[src/rtl/hanoi_pkg.sv]
// Shared types for the Towers of Hanoi move generator: peg encoding and FSM states.
package hanoi_pkg;

    typedef enum logic [1:0] {
        PEG0 = 2'd0,
        PEG1 = 2'd1,
        PEG2 = 2'd2
    } peg_t;

    typedef enum logic [1:0] {
        ST_IDLE = 2'd0,
        ST_RUN  = 2'd1,
        ST_DONE = 2'd2
    } state_t;

    localparam logic [1:0] PEG_INVALID = 2'b11;

    // Exchanges pegs 1 and 2 so the tower lands on the requested target peg.
    function automatic peg_t peg_swap12(input peg_t p, input bit swap);
        peg_t r;
        r = p;
        if (swap) begin
            case (p)
                PEG1:    r = PEG2;
                PEG2:    r = PEG1;
                default: r = p;
            endcase
        end
        return r;
    endfunction

endpackage

[src/rtl/hanoi_mod3.sv]
// Combinational residue modulo 3 of an unsigned W-bit value.
module hanoi_mod3 #(
    parameter int unsigned W = 5
) (
    input  logic [W-1:0] i_val,
    output logic [1:0]   o_res
);

    assign o_res = 2'(i_val % W'(3));

endmodule

[src/rtl/hanoi_move_gen.sv]
// Streams the 2^S-1 moves of an S-disk Towers of Hanoi solution, one per accepted
// handshake, using the closed-form source/destination formula for move m.
module hanoi_move_gen
    import hanoi_pkg::*;
#(
    parameter int unsigned S   = 4,
    parameter int unsigned DST = 2
) (
    input  logic                 clk,
    input  logic                 rst,
    input  logic                 start,
    input  logic                 ready,
    output logic                 valid,
    output logic [1:0]           fr,
    output logic [1:0]           to,
    output logic [$clog2(S):0]   disk,
    output logic [S-1:0]         move_idx,
    output logic                 done
);

    localparam int unsigned DW = $clog2(S) + 1;
    localparam int unsigned MW = S + 1;
    localparam bit          SWAP = ((S % 2) == 1) != (DST == 2);
    localparam logic [S-1:0] IDX_MAX = '1;

    state_t          r_state, w_state_nxt;
    logic            r_valid, w_valid_nxt;
    logic            r_done, w_done_nxt;
    peg_t            r_fr, w_fr_nxt;
    peg_t            r_to, w_to_nxt;
    logic [DW-1:0]   r_disk, w_disk_nxt;
    logic [S-1:0]    r_move_idx, w_idx_nxt;
    logic            w_load;

    logic [S-1:0]    w_m;
    logic [S-1:0]    w_m_dec;
    logic [MW-1:0]   w_and;
    logic [MW-1:0]   w_or_inc;
    logic [1:0]      w_fr_raw;
    logic [1:0]      w_to_raw;
    peg_t            w_fr;
    peg_t            w_to;
    logic [DW-1:0]   w_tz;

    // Next move number: 1 when launching a sequence, otherwise the successor.
    assign w_m      = (r_state == ST_RUN) ? r_move_idx + S'(1) : S'(1);
    assign w_m_dec  = w_m - S'(1);
    assign w_and    = MW'(w_m & w_m_dec);
    assign w_or_inc = MW'(w_m | w_m_dec) + MW'(1);

    hanoi_mod3 #(.W(MW)) u_mod3_fr (
        .i_val (w_and),
        .o_res (w_fr_raw)
    );

    hanoi_mod3 #(.W(MW)) u_mod3_to (
        .i_val (w_or_inc),
        .o_res (w_to_raw)
    );

    assign w_fr = peg_swap12(peg_t'(w_fr_raw), SWAP);
    assign w_to = peg_swap12(peg_t'(w_to_raw), SWAP);

    // Moved disk is the count of trailing zeros of the move number.
    always_comb begin
        w_tz = '0;
        for (int i = S - 1; i >= 0; i--) begin
            if (w_m[i]) w_tz = DW'(i);
        end
    end

    always_comb begin
        w_state_nxt = r_state;
        w_valid_nxt = r_valid;
        w_done_nxt  = r_done;
        w_fr_nxt    = r_fr;
        w_to_nxt    = r_to;
        w_disk_nxt  = r_disk;
        w_idx_nxt   = r_move_idx;
        w_load      = 1'b0;
        case (r_state)
            ST_IDLE, ST_DONE: begin
                if (start) begin
                    w_state_nxt = ST_RUN;
                    w_valid_nxt = 1'b1;
                    w_done_nxt  = 1'b0;
                    w_load      = 1'b1;
                end
            end
            ST_RUN: begin
                if (r_valid && ready) begin
                    if (r_move_idx == IDX_MAX) begin
                        w_state_nxt = ST_DONE;
                        w_valid_nxt = 1'b0;
                        w_done_nxt  = 1'b1;
                    end else begin
                        w_load = 1'b1;
                    end
                end
            end
            default: w_state_nxt = ST_IDLE;
        endcase
        if (w_load) begin
            w_fr_nxt   = w_fr;
            w_to_nxt   = w_to;
            w_disk_nxt = w_tz;
            w_idx_nxt  = w_m;
        end
    end

    always_ff @(posedge clk or negedge rst) begin
        if (!rst) begin
            r_state    <= ST_IDLE;
            r_valid    <= 1'b0;
            r_done     <= 1'b0;
            r_fr       <= PEG0;
            r_to       <= PEG0;
            r_disk     <= '0;
            r_move_idx <= '0;
        end else begin
            r_state    <= w_state_nxt;
            r_valid    <= w_valid_nxt;
            r_done     <= w_done_nxt;
            r_fr       <= w_fr_nxt;
            r_to       <= w_to_nxt;
            r_disk     <= w_disk_nxt;
            r_move_idx <= w_idx_nxt;
        end
    end

    assign valid    = r_valid;
    assign done     = r_done;
    assign fr       = r_fr;
    assign to       = r_to;
    assign disk     = r_disk;
    assign move_idx = r_move_idx;

endmodule
[config.mk]
export PLATFORM = sky130hd
export DESIGN_NAME = hanoi_move_gen
export DESIGN_NICKNAME = d
export VERILOG_FILES = /design/src/rtl/hanoi_pkg.sv /design/src/rtl/hanoi_mod3.sv /design/src/rtl/hanoi_move_gen.sv
export SDC_FILE = /design/constraint.sdc
export NUM_CORES = 1
export LEC_CHECK = 0
export CORE_ASPECT_RATIO = 0.5
export CORE_UTILIZATION = 50
export DETAILED_ROUTE_END_ITERATION = 7
export GPL_TIMING_DRIVEN = 0
export MAX_ROUTING_LAYER = met4
export PLACE_DENSITY = 0.8
export RECOVER_POWER = 100
export SETUP_SLACK_MARGIN = 0.3
export SYNTH_ARGS = -nofsm -noshare
export SYNTH_HDL_FRONTEND = slang
export SYNTH_HIERARCHICAL = 1
export SYNTH_SLANG_ARGS = --single-unit
[constraint.sdc]
create_clock -name clk -period 6.54 [get_ports clk]
set_input_delay 0.654 -clock clk [delete_from_list [all_inputs] [get_ports clk]]
set_output_delay 0.654 -clock clk [all_outputs]
set_load 0.05 [all_outputs]
# Word level (Yosys, flattened, before mapping)
# Index checks and enable logic that the tools add are counted.
# totals
ff_bits	15
latchBits	0
mem_bits_rw	0
rom_bits	0
input_bits	4
output_inout_bits	13
wordCells	53
n_memories	0
# classes
addsub	3
mul	0
div	2
magnitude_cmp	0
n_eq_ne	10
n_shift	0
muxes	23
bitwise	2
n_reduce_logical	6
# ops
operator	count
one-hot mux 2 bit (2 select lines)	3
modulo 5 x 2 -> 5 bit, second input constant	2
two-way mux 1 bit	9
two-way mux 3 bit	3
two-way mux 2 bit	4
equality test 2 x 1 -> 1 bit, second input constant	3
equality test 2 bit, second input constant	3
one-hot mux 1 bit (2 select lines)	3
adder 4 x 1 -> 5 bit, second input constant	1
adder 4 x 1 -> 4 bit, second input constant	1
AND 4 bit	1
equality test 4 bit, second input constant	1
two-way mux 4 bit	1
!= test 2 x 1 -> 1 bit, second input constant	2
bitwise OR 4 bit	1
AND reduction 4 bit	1
subtractor 4 x 1 -> 4 bit, second input constant	1
AND reduction 3 bit	1
logical NOT 2 bit	1
!= test 2 bit, second input constant	1
nonzero test 2 bit	1
OR reduction 2 bit	1
logical AND 1 bit	1

# Longest topological paths before layout
# Gate-level depths: netlist of the first run.
# depth
ltp_word	8
depth_mapped	24
depth_no_buf	21

# Cells and area by module
# The synthesis of the first run kept the hierarchy.
# by_module_without_submodules
module	instances	cells_per_inst	area_each_um2	seq_area_each_um2
hanoi_move_gen	1	98	928.4	350.3
hanoi_mod3 at u_mod3_to	1	43	330.3	0.0
hanoi_mod3 at u_mod3_fr	1	43	322.8	0.0

# Worst setup path before layout of the first run
# Ideal clock, no wire load.
# synth_timing
path_type	register to register
startpoint	register r_move_idx[0], in the netlist move_idx[0]
endpoint	register r_to[1], in the netlist to[1]
setup_time_ps	135
t_arrival_ps	4884
required_ps	6405
setup_slack_ps	1521
path_stages_with_launch	22
n_path_buf	3
period_less_slack_ps	5019
cell_sequence	dfrtp_1 -> ha_1 -> o21ai_0 -> inv_1 -> ha_1 -> xnor2_1 -> buf_6 -> clkbuf_1 -> ha_1 -> buf_4 -> xnor2_2 -> a21o_2 -> a31o_1 -> ha_1 -> nor2_1 -> o2111ai_1 -> a221o_1 -> nor2_1 -> a2bb2oi_1 -> ha_1 -> mux2i_1 -> o21ai_0
# synth_via
elab_chain_cells	8
word_cells_on_any_way	13
cone_classes	3 x add/sub; 1 x div; 3 x eq/ne; 5 x mux; 1 x bitwise
# synth_lines
element	line	text
from (decl)	hanoi_move_gen.sv:32	logic [S-1:0] r_move_idx, w_idx_nxt;
from (signal assigned)	hanoi_move_gen.sv:127	r_move_idx <= w_idx_nxt;
adder 4 x 1 -> 4 bit *	hanoi_move_gen.sv:46	assign w_m = (r_state == ST_RUN) ? r_move_idx + S'(1) : S'(1);
two-way mux 4 bit *	hanoi_move_gen.sv:46	
subtractor 4 x 1 -> 4 bit	hanoi_move_gen.sv:47	assign w_m_dec = w_m - S'(1);
bitwise OR 4 bit *	hanoi_move_gen.sv:49	assign w_or_inc = MW'(w_m | w_m_dec) + MW'(1);
adder 4 x 1 -> 5 bit *	hanoi_move_gen.sv:49	
net w_or_inc[1]	hanoi_move_gen.sv:38	logic [MW-1:0] w_or_inc;
modulo 5 x 2 -> 5 bit *	hanoi_mod3.sv:9	assign o_res = 2'(i_val % W'(3));
net w_to_raw[1]	hanoi_move_gen.sv:40	logic [1:0] w_to_raw;
equality test 2 bit or equality test 2 x 1 -> 1 bit (tied branches)	hanoi_pkg.sv:23	case (p)
one-hot mux 2 bit (2 select lines) *	hanoi_pkg.sv:23	
to (signal assigned)	hanoi_move_gen.sv:125	r_to <= w_to_nxt;
to (decl)	hanoi_move_gen.sv:30	peg_t r_to, w_to_nxt;
# The timed path passes the listed nets; every way through them passes the cells marked *.
# A chain may end at the register's enable or synchronous reset.

# Worst setup path after layout of the first run
# layout_timing
startpoint	register r_move_idx[0], in the netlist move_idx[0]
endpoint	register r_to[0], in the netlist to[0]
# Same word-level chain as after synthesis.

==> results of run 1 <==
cell usage after synthesis (all sizes together), types with 2 or more instances:
master   instances  area (µm²)
nand2           18       67.56
nor2            18       67.56
dfrtp           14       350.3
o21ai           14       81.33
ha              12       150.1
inv             12       45.04
mux2i           10       100.1
a21oi            6       37.54
buf              6       60.05
nor3             6       30.03
xnor2            6       60.06
nor4             4       31.28
a21o             3       23.77
a31oi            3       18.77
clkbuf           3       21.27
nand2b           3       18.77
nor3b            3       27.52
a211oi           2       20.02
a21boi           2       15.02
a221o            2       21.27
a41oi            2       36.29
and2b            2       16.27
and3             2       12.51
and4             2       17.52
nand3            2       22.52
nor2b            2       12.51
o2111ai          2       17.52
o31ai            2       20.02
o41ai            2       25.03
xor2             2       17.52
worst paths after layout:
| path | slack (ps) | to | cells past startpoint |
|---|---|---|---|
| worst max-delay path | 990 | to[0] | 21 |
| worst min-delay path | 470 | done | 1 |
| worst max register to register | 990 | to[0] | 21 |
| worst min register to register | 470 | done | 1 |
| max in group asynchronous | 5250 | move_idx[0] | 1 |
| min in group asynchronous | 880 | valid | 1 |
worst reg2reg max path, stage by stage (launching register included):
cell and delay, ps:
dfrtp_1 480, ha_1 390, o21ai_0 760, inv_1 110, ha_1 240, xnor2_1 150, clkbuf_1 330, clkbuf_1 140
ha_1 130, buf_4 160, xnor2_2 110, a21o_2 250, a31o_1 210, ha_1 290, nor2_1 130, o2111ai_1 120
a221o_1 410, nor2_1 110, a2bb2oi_1 300, ha_1 330, mux2i_1 170, o21ai_0 90
through the flow:
stage               hold slack, ps  instances  util [%]
global placement             462.5        256     66.23
finish                       468.1        259     65.52
global route                 491.1        259     65.52
CTS                          479.0        259     67.71
floorplan                    358.4        204         -
detailed placement           465.9        256     66.23
cell families (layout without fill, tap and decap cells):
family / count (synthesis) / in the layout / synth area share, %
AND/OR/NAND/NOR: 69 / 69 / 24.05
AO/OA/AOI/OAI: 49 / 49 / 24.84
buffers and inverters: 21 / 39 / 7.990
flip-flops: 14 / 14 / 22.15
adder cells (fa/ha/maj): 12 / 12 / 9.493
multiplexers: 10 / 10 / 6.329
XOR/XNOR: 8 / 8 / 4.905
other: 1 / 21 / 0.2371
flip-flops by register name, indices dropped and copies added, names as in the netlist:
register and cells:
move_idx 4, disk 2, fr 2, r_state 2, to 2, done 1, valid 1
routing by layer:
metal  share of wire (%)  up-vias  GRT usage, %
met3                 3.5        4         3.736
li1                    -      737             -
met2                  48       27         36.17
met1                  48      662         26.37
met4                0.80        0         5.000
met5                   0        -             -
final cells by class:
type / instances / share of cell area, %
multi-input combinational: 169 / 61.84
sequential: 14 / 19.11
timing repair buffer: 15 / 8.191
buffer: 9 / 3.618
tap: 37 / 2.526
inverter: 12 / 2.457
clock buffer: 3 / 2.253
cells in the final DEF, fill, tap and decap left out, drive strengths merged, types with 3 or more instances in the layout:
master / n
a21o: 3
dfrtp: 14
o21ai: 14
nor3: 6
ha: 12
inv: 12
conb: 21
clkbuf: 8
nand2: 18
buf: 4
xnor2: 6
nor2: 18
a21oi: 6
mux2i: 10
nand2b: 3
nor4: 4
dlygate4sd3: 13
nor3b: 3
a31oi: 3
==> results.toml, run 1 <==
[setup_path]
crit_start = "move_idx[0]"
end_kind = "flip-flop"
cp_max_fo = 9
r2r_start = "move_idx[0]"
slowest_stage = "o21ai_0"
cp.buffers_inverters = 4
cpMostUsedCell = "ha_1"
path_cells = "ha_1 -> o21ai_0 -> inv_1 -> ha_1 -> xnor2_1 -> clkbuf_1 -> clkbuf_1 -> ha_1 -> buf_4 -> xnor2_2 -> a21o_2 -> a31o_1 -> ha_1 -> nor2_1 -> o2111ai_1 -> a221o_1 -> nor2_1 -> a2bb2oi_1 -> ha_1 -> mux2i_1 -> o21ai_0"
crit_path_start_kind = "flip-flop"
arrival_ps = 5650
required_ps = 6640
crit_type = "reg2reg"
crit_path_max_incr_delay_ps = 760
critPathTopFamily = "compound AO/OA/AOI/OAI gates"

[clocking]
cts_tree = "built"
cts_made_buffers = 3
htreeDepth = 1
clock_latency_ps = 240
clock-root-buffer = "clkbuf_8"
cts_resized = 0
cts_buffer_depth = 2
clock-sinks = 14
clk_pin_slew_worst_paths_ps = 60
cts_setup_buffers = 0
postCtsHoldBufs = 0

[route]
drtIter0Drc = 34
wl_per_cell_um = 12.14
drc = 0
drt_wl_total_um = 3144
drt_pass1_iterations = 4
ant_nets = 0
routed_via_density = 5.521
via_count = 1430

[layout]
multi_input_area_um2 = 1134
nets = 240
ff_latch_area_um2 = 350.3
area_delta_synth_final_pct = 15.90
drive_gt1_share_pct = 10.36
fillerInstances = 257
antenna_cells = 0
design_area_um2 = 1833

[logic_synthesis]
synth_cell_types = 64
syn_area_um2 = 1582
yosys_warnings = 6
synth-seq-cells = 14
syn_avg_cell_area_um2 = 8.595
synth_edf_count = 0
synthArstFlopShare_pct = 100.0
yosysSeqAreaShare_pct = 22.15
synth_ff_type = "dfrtp_1"
synth_cells = 184

[min_path]
min-delay-start = "done"
hp-class = "reg2reg"

[global_route]
antenna_found_initial = 0
grt_usage_pct = 21.37
grt_max_degree = 15
grt_pass1_wl_um = 5540
grt_pass1_vias = 1310
grt-ovfl-total = 0

[placement]
place_worst_setup_slack_ps = 1215
dp_hpwl_um = 2516
dpl_cell_area_um2 = 1853
port_buffers = 15
gp_congestion = 0.8475

[timing]
max_slew_margin_pct = 36.97
setup-tns-final_ps = 0
fin_crit_sh_pct = 84.92
fmax_mhz = 180.1
hold_viol = 0
setup_viol = 0
tightest_slew_ps = 935.5
rsz0062_at_grt = "no"
worst_slack_ps = 986.2
min_period_ps = 5554
fin_skew_ps = 1.756
drv_slew = 0

[floorplan]
core_area_um2 = 2798
die_h_um = 41.77
fp.dieArea_um2 = 3406
num_rows = 13
initial_utilization_pct = 56.53
ios = 17
die_width_um = 81.54

[outcome]
status = "complete, no violations"

[job]
maxCapViolCount = 0
Power of run 1 is left out: the tool's default activity adds up to more than one toggle a clock period on the data nets, which glitch-free logic cannot reach.
==> run 2, diff against run 1 <==
PLACE_DENSITY = 0.83   (was 0.8)
clock period = 4.6 ns   (was 6.54 ns; I/O delays follow)
==> run 2 against run 1 <==
Compared with the run above: via count rose by 15%; clock skew increased by 4.9 ps; highest routed layer unchanged; register-to-register slack worse by 850 ps.
==> results.toml, run 2 (synthesis gave the netlist of run 1 again) <==
[setup_path]
arrival_ps = 4570
slowest_stage = "dfrtp_4"
crit_type = "reg2reg"
cp_max_fo = 6
critPathTopFamily = "compound AO/OA/AOI/OAI gates"
crit_path_start_kind = "flip-flop"
path_cells = "ha_4 -> and4bb_2 -> nand2_2 -> a21boi_4 -> xnor2_2 -> buf_6 -> buf_8 -> nor3b_4 -> buf_4 -> buf_4 -> a21o_2 -> a31o_4 -> ha_4 -> nor3_2 -> a31oi_1 -> a221o_1 -> o31ai_4 -> mux2i_1 -> buf_4 -> buf_4 -> ha_1 -> mux2i_1 -> o21ai_1"
cpMostUsedCell = "buf_4"
crit_path_max_incr_delay_ps = 490
end_kind = "flip-flop"
cp.buffers_inverters = 6
required_ps = 4710

[job]
maxCapViolCount = 0

[route]
routed_via_density = 5.768
via_count = 1644
drt_pass1_iterations = 4
ant_nets = 0
drt_wl_total_um = 4559
drtIter0Drc = 108
drc = 0
wl_per_cell_um = 16.00

[outcome]
status = "complete, no violations"

[floorplan]
fp.dieArea_um2 = 3406
core_area_um2 = 2798
die_h_um = 41.77
initial_utilization_pct = 56.53
num_rows = 13
die_width_um = 81.54
ios = 17

[timing]
fin_crit_sh_pct = 96.95
drv_slew = 0
min_period_ps = 4460
fin_skew_ps = 6.628
hold_viol = 0
rsz0062_at_grt = "yes"
hold_ws_ps = 472.6
max_slew_margin_pct = 49.24
setup_viol = 0
fmax_mhz = 224.2
tightest_slew_ps = 751.5

[global_route]
grt_usage_pct = 27.05
grt_max_degree = 15
grt-ovfl-total = 0
grt_pass1_vias = 1541
antenna_found_initial = 0
grt_pass1_wl_um = 6865

[layout]
final_cells = 285
largest_register_ffs = 4
final_cell_mix = "buf_4 (25), conb_1 (21), nor2_1 (17), nand2_1 (15), dlygate4sd3_1 (14)"
antenna_cells = 0
area_delta_synth_final_pct = 44.46
drive_gt1_share_pct = 30.24
nets = 265
post-route-util_pct = 81.66
final_common_cell = "buf_4"

[placement]
place_inst = 256
dp_hpwl_um = 2749
port_buffers = 15
gp_congestion = 0.8588

[min_path]
hp-class = "reg2reg"

[clocking]
cts_buffer_depth = 2
cts_tree = "built"
clock-sinks = 14
clk_pin_slew_worst_paths_ps = 60
clock-root-buffer = "clkbuf_8"
htreeDepth = 1
postCtsHoldBufs = 0
cts_made_buffers = 3
clock_latency_ps = 250
-- run 2: changes by cell type in the layout (fill, tap and decap cells not counted), moves of 3 or more --
cell	before	now
o21ai_0	13	9
nand2_1	18	15
xnor2_1	5	2
dfrtp_1	14	11
ha_4	0	4
buf_4	2	25
ha_1	12	7
-- run 2: layout make-up --
type	instances	area, µm²
sequential	14	356.6
timing repair buffer	40	345.3
inverter	12	45.04
clock buffer	4	45.04
multi-input combinational	169	1369
tap	37	46.29
fill	172	513.0
buffer	9	77.57
-- run 2: what timing repair did --
item | CTS | global route
gates resized for setup | 15 | 6
buffers inserted | 14 | 11
setup endpoints to repair | 2 | 4
pin swaps | 15 | 8
-- run 2: worst paths after layout --
path	startpoint	end	slack [ps]	cells after the start
setup / recovery	move_idx[0]	to[1]	140	23
hold / removal	disk[0]	disk[0]	470	2
setup reg to reg	move_idx[0]	to[1]	140	23
hold reg to reg	disk[0]	disk[0]	470	2
max in group asynchronous	rst	move_idx[0]	3400	1
min in group asynchronous	rst	disk[0]	690	1
-- run 2: metal layers --
metal / part of all wire (%) / wire length (µm) / track usage [%]
met1: 43 / 1981 / 31.64
met2: 50 / 2262 / 46.50
met3: 3.8 / 175 / 4.835
met4: 3.0 / 139 / 9.286
met5: 0 / 0 / -
-- run 2: worst register-to-register path, delay by kind of cell, from the launching register on --
kind / cells / cell delay (ps)
adders and majority gates: 3 / 660
and+or+nand+nor: 4 / 680
buffers and inverters: 6 / 790
DFF: 1 / 490
muxes: 2 / 300
xor gates and xnor gates: 1 / 160
AOI/OAI and AO/OA: 7 / 1250
-- run 2: per-stage QoR --
stage / cell area, µm² / TNS (ps) / setup WS [ps]
2_1_floorplan: 1762 / 0 / 300.6
3_3_place_gp: 1958 / 0 / 119.6
3_5_place_dp: 1958 / -49.67 / -38.66
4_1_cts: 2208 / 0 / 284.7
5_1_grt: 2285 / -8.924 / -8.924
6_report: 2285 / 0 / 140.2
Power of run 2 is left out for the same reason.
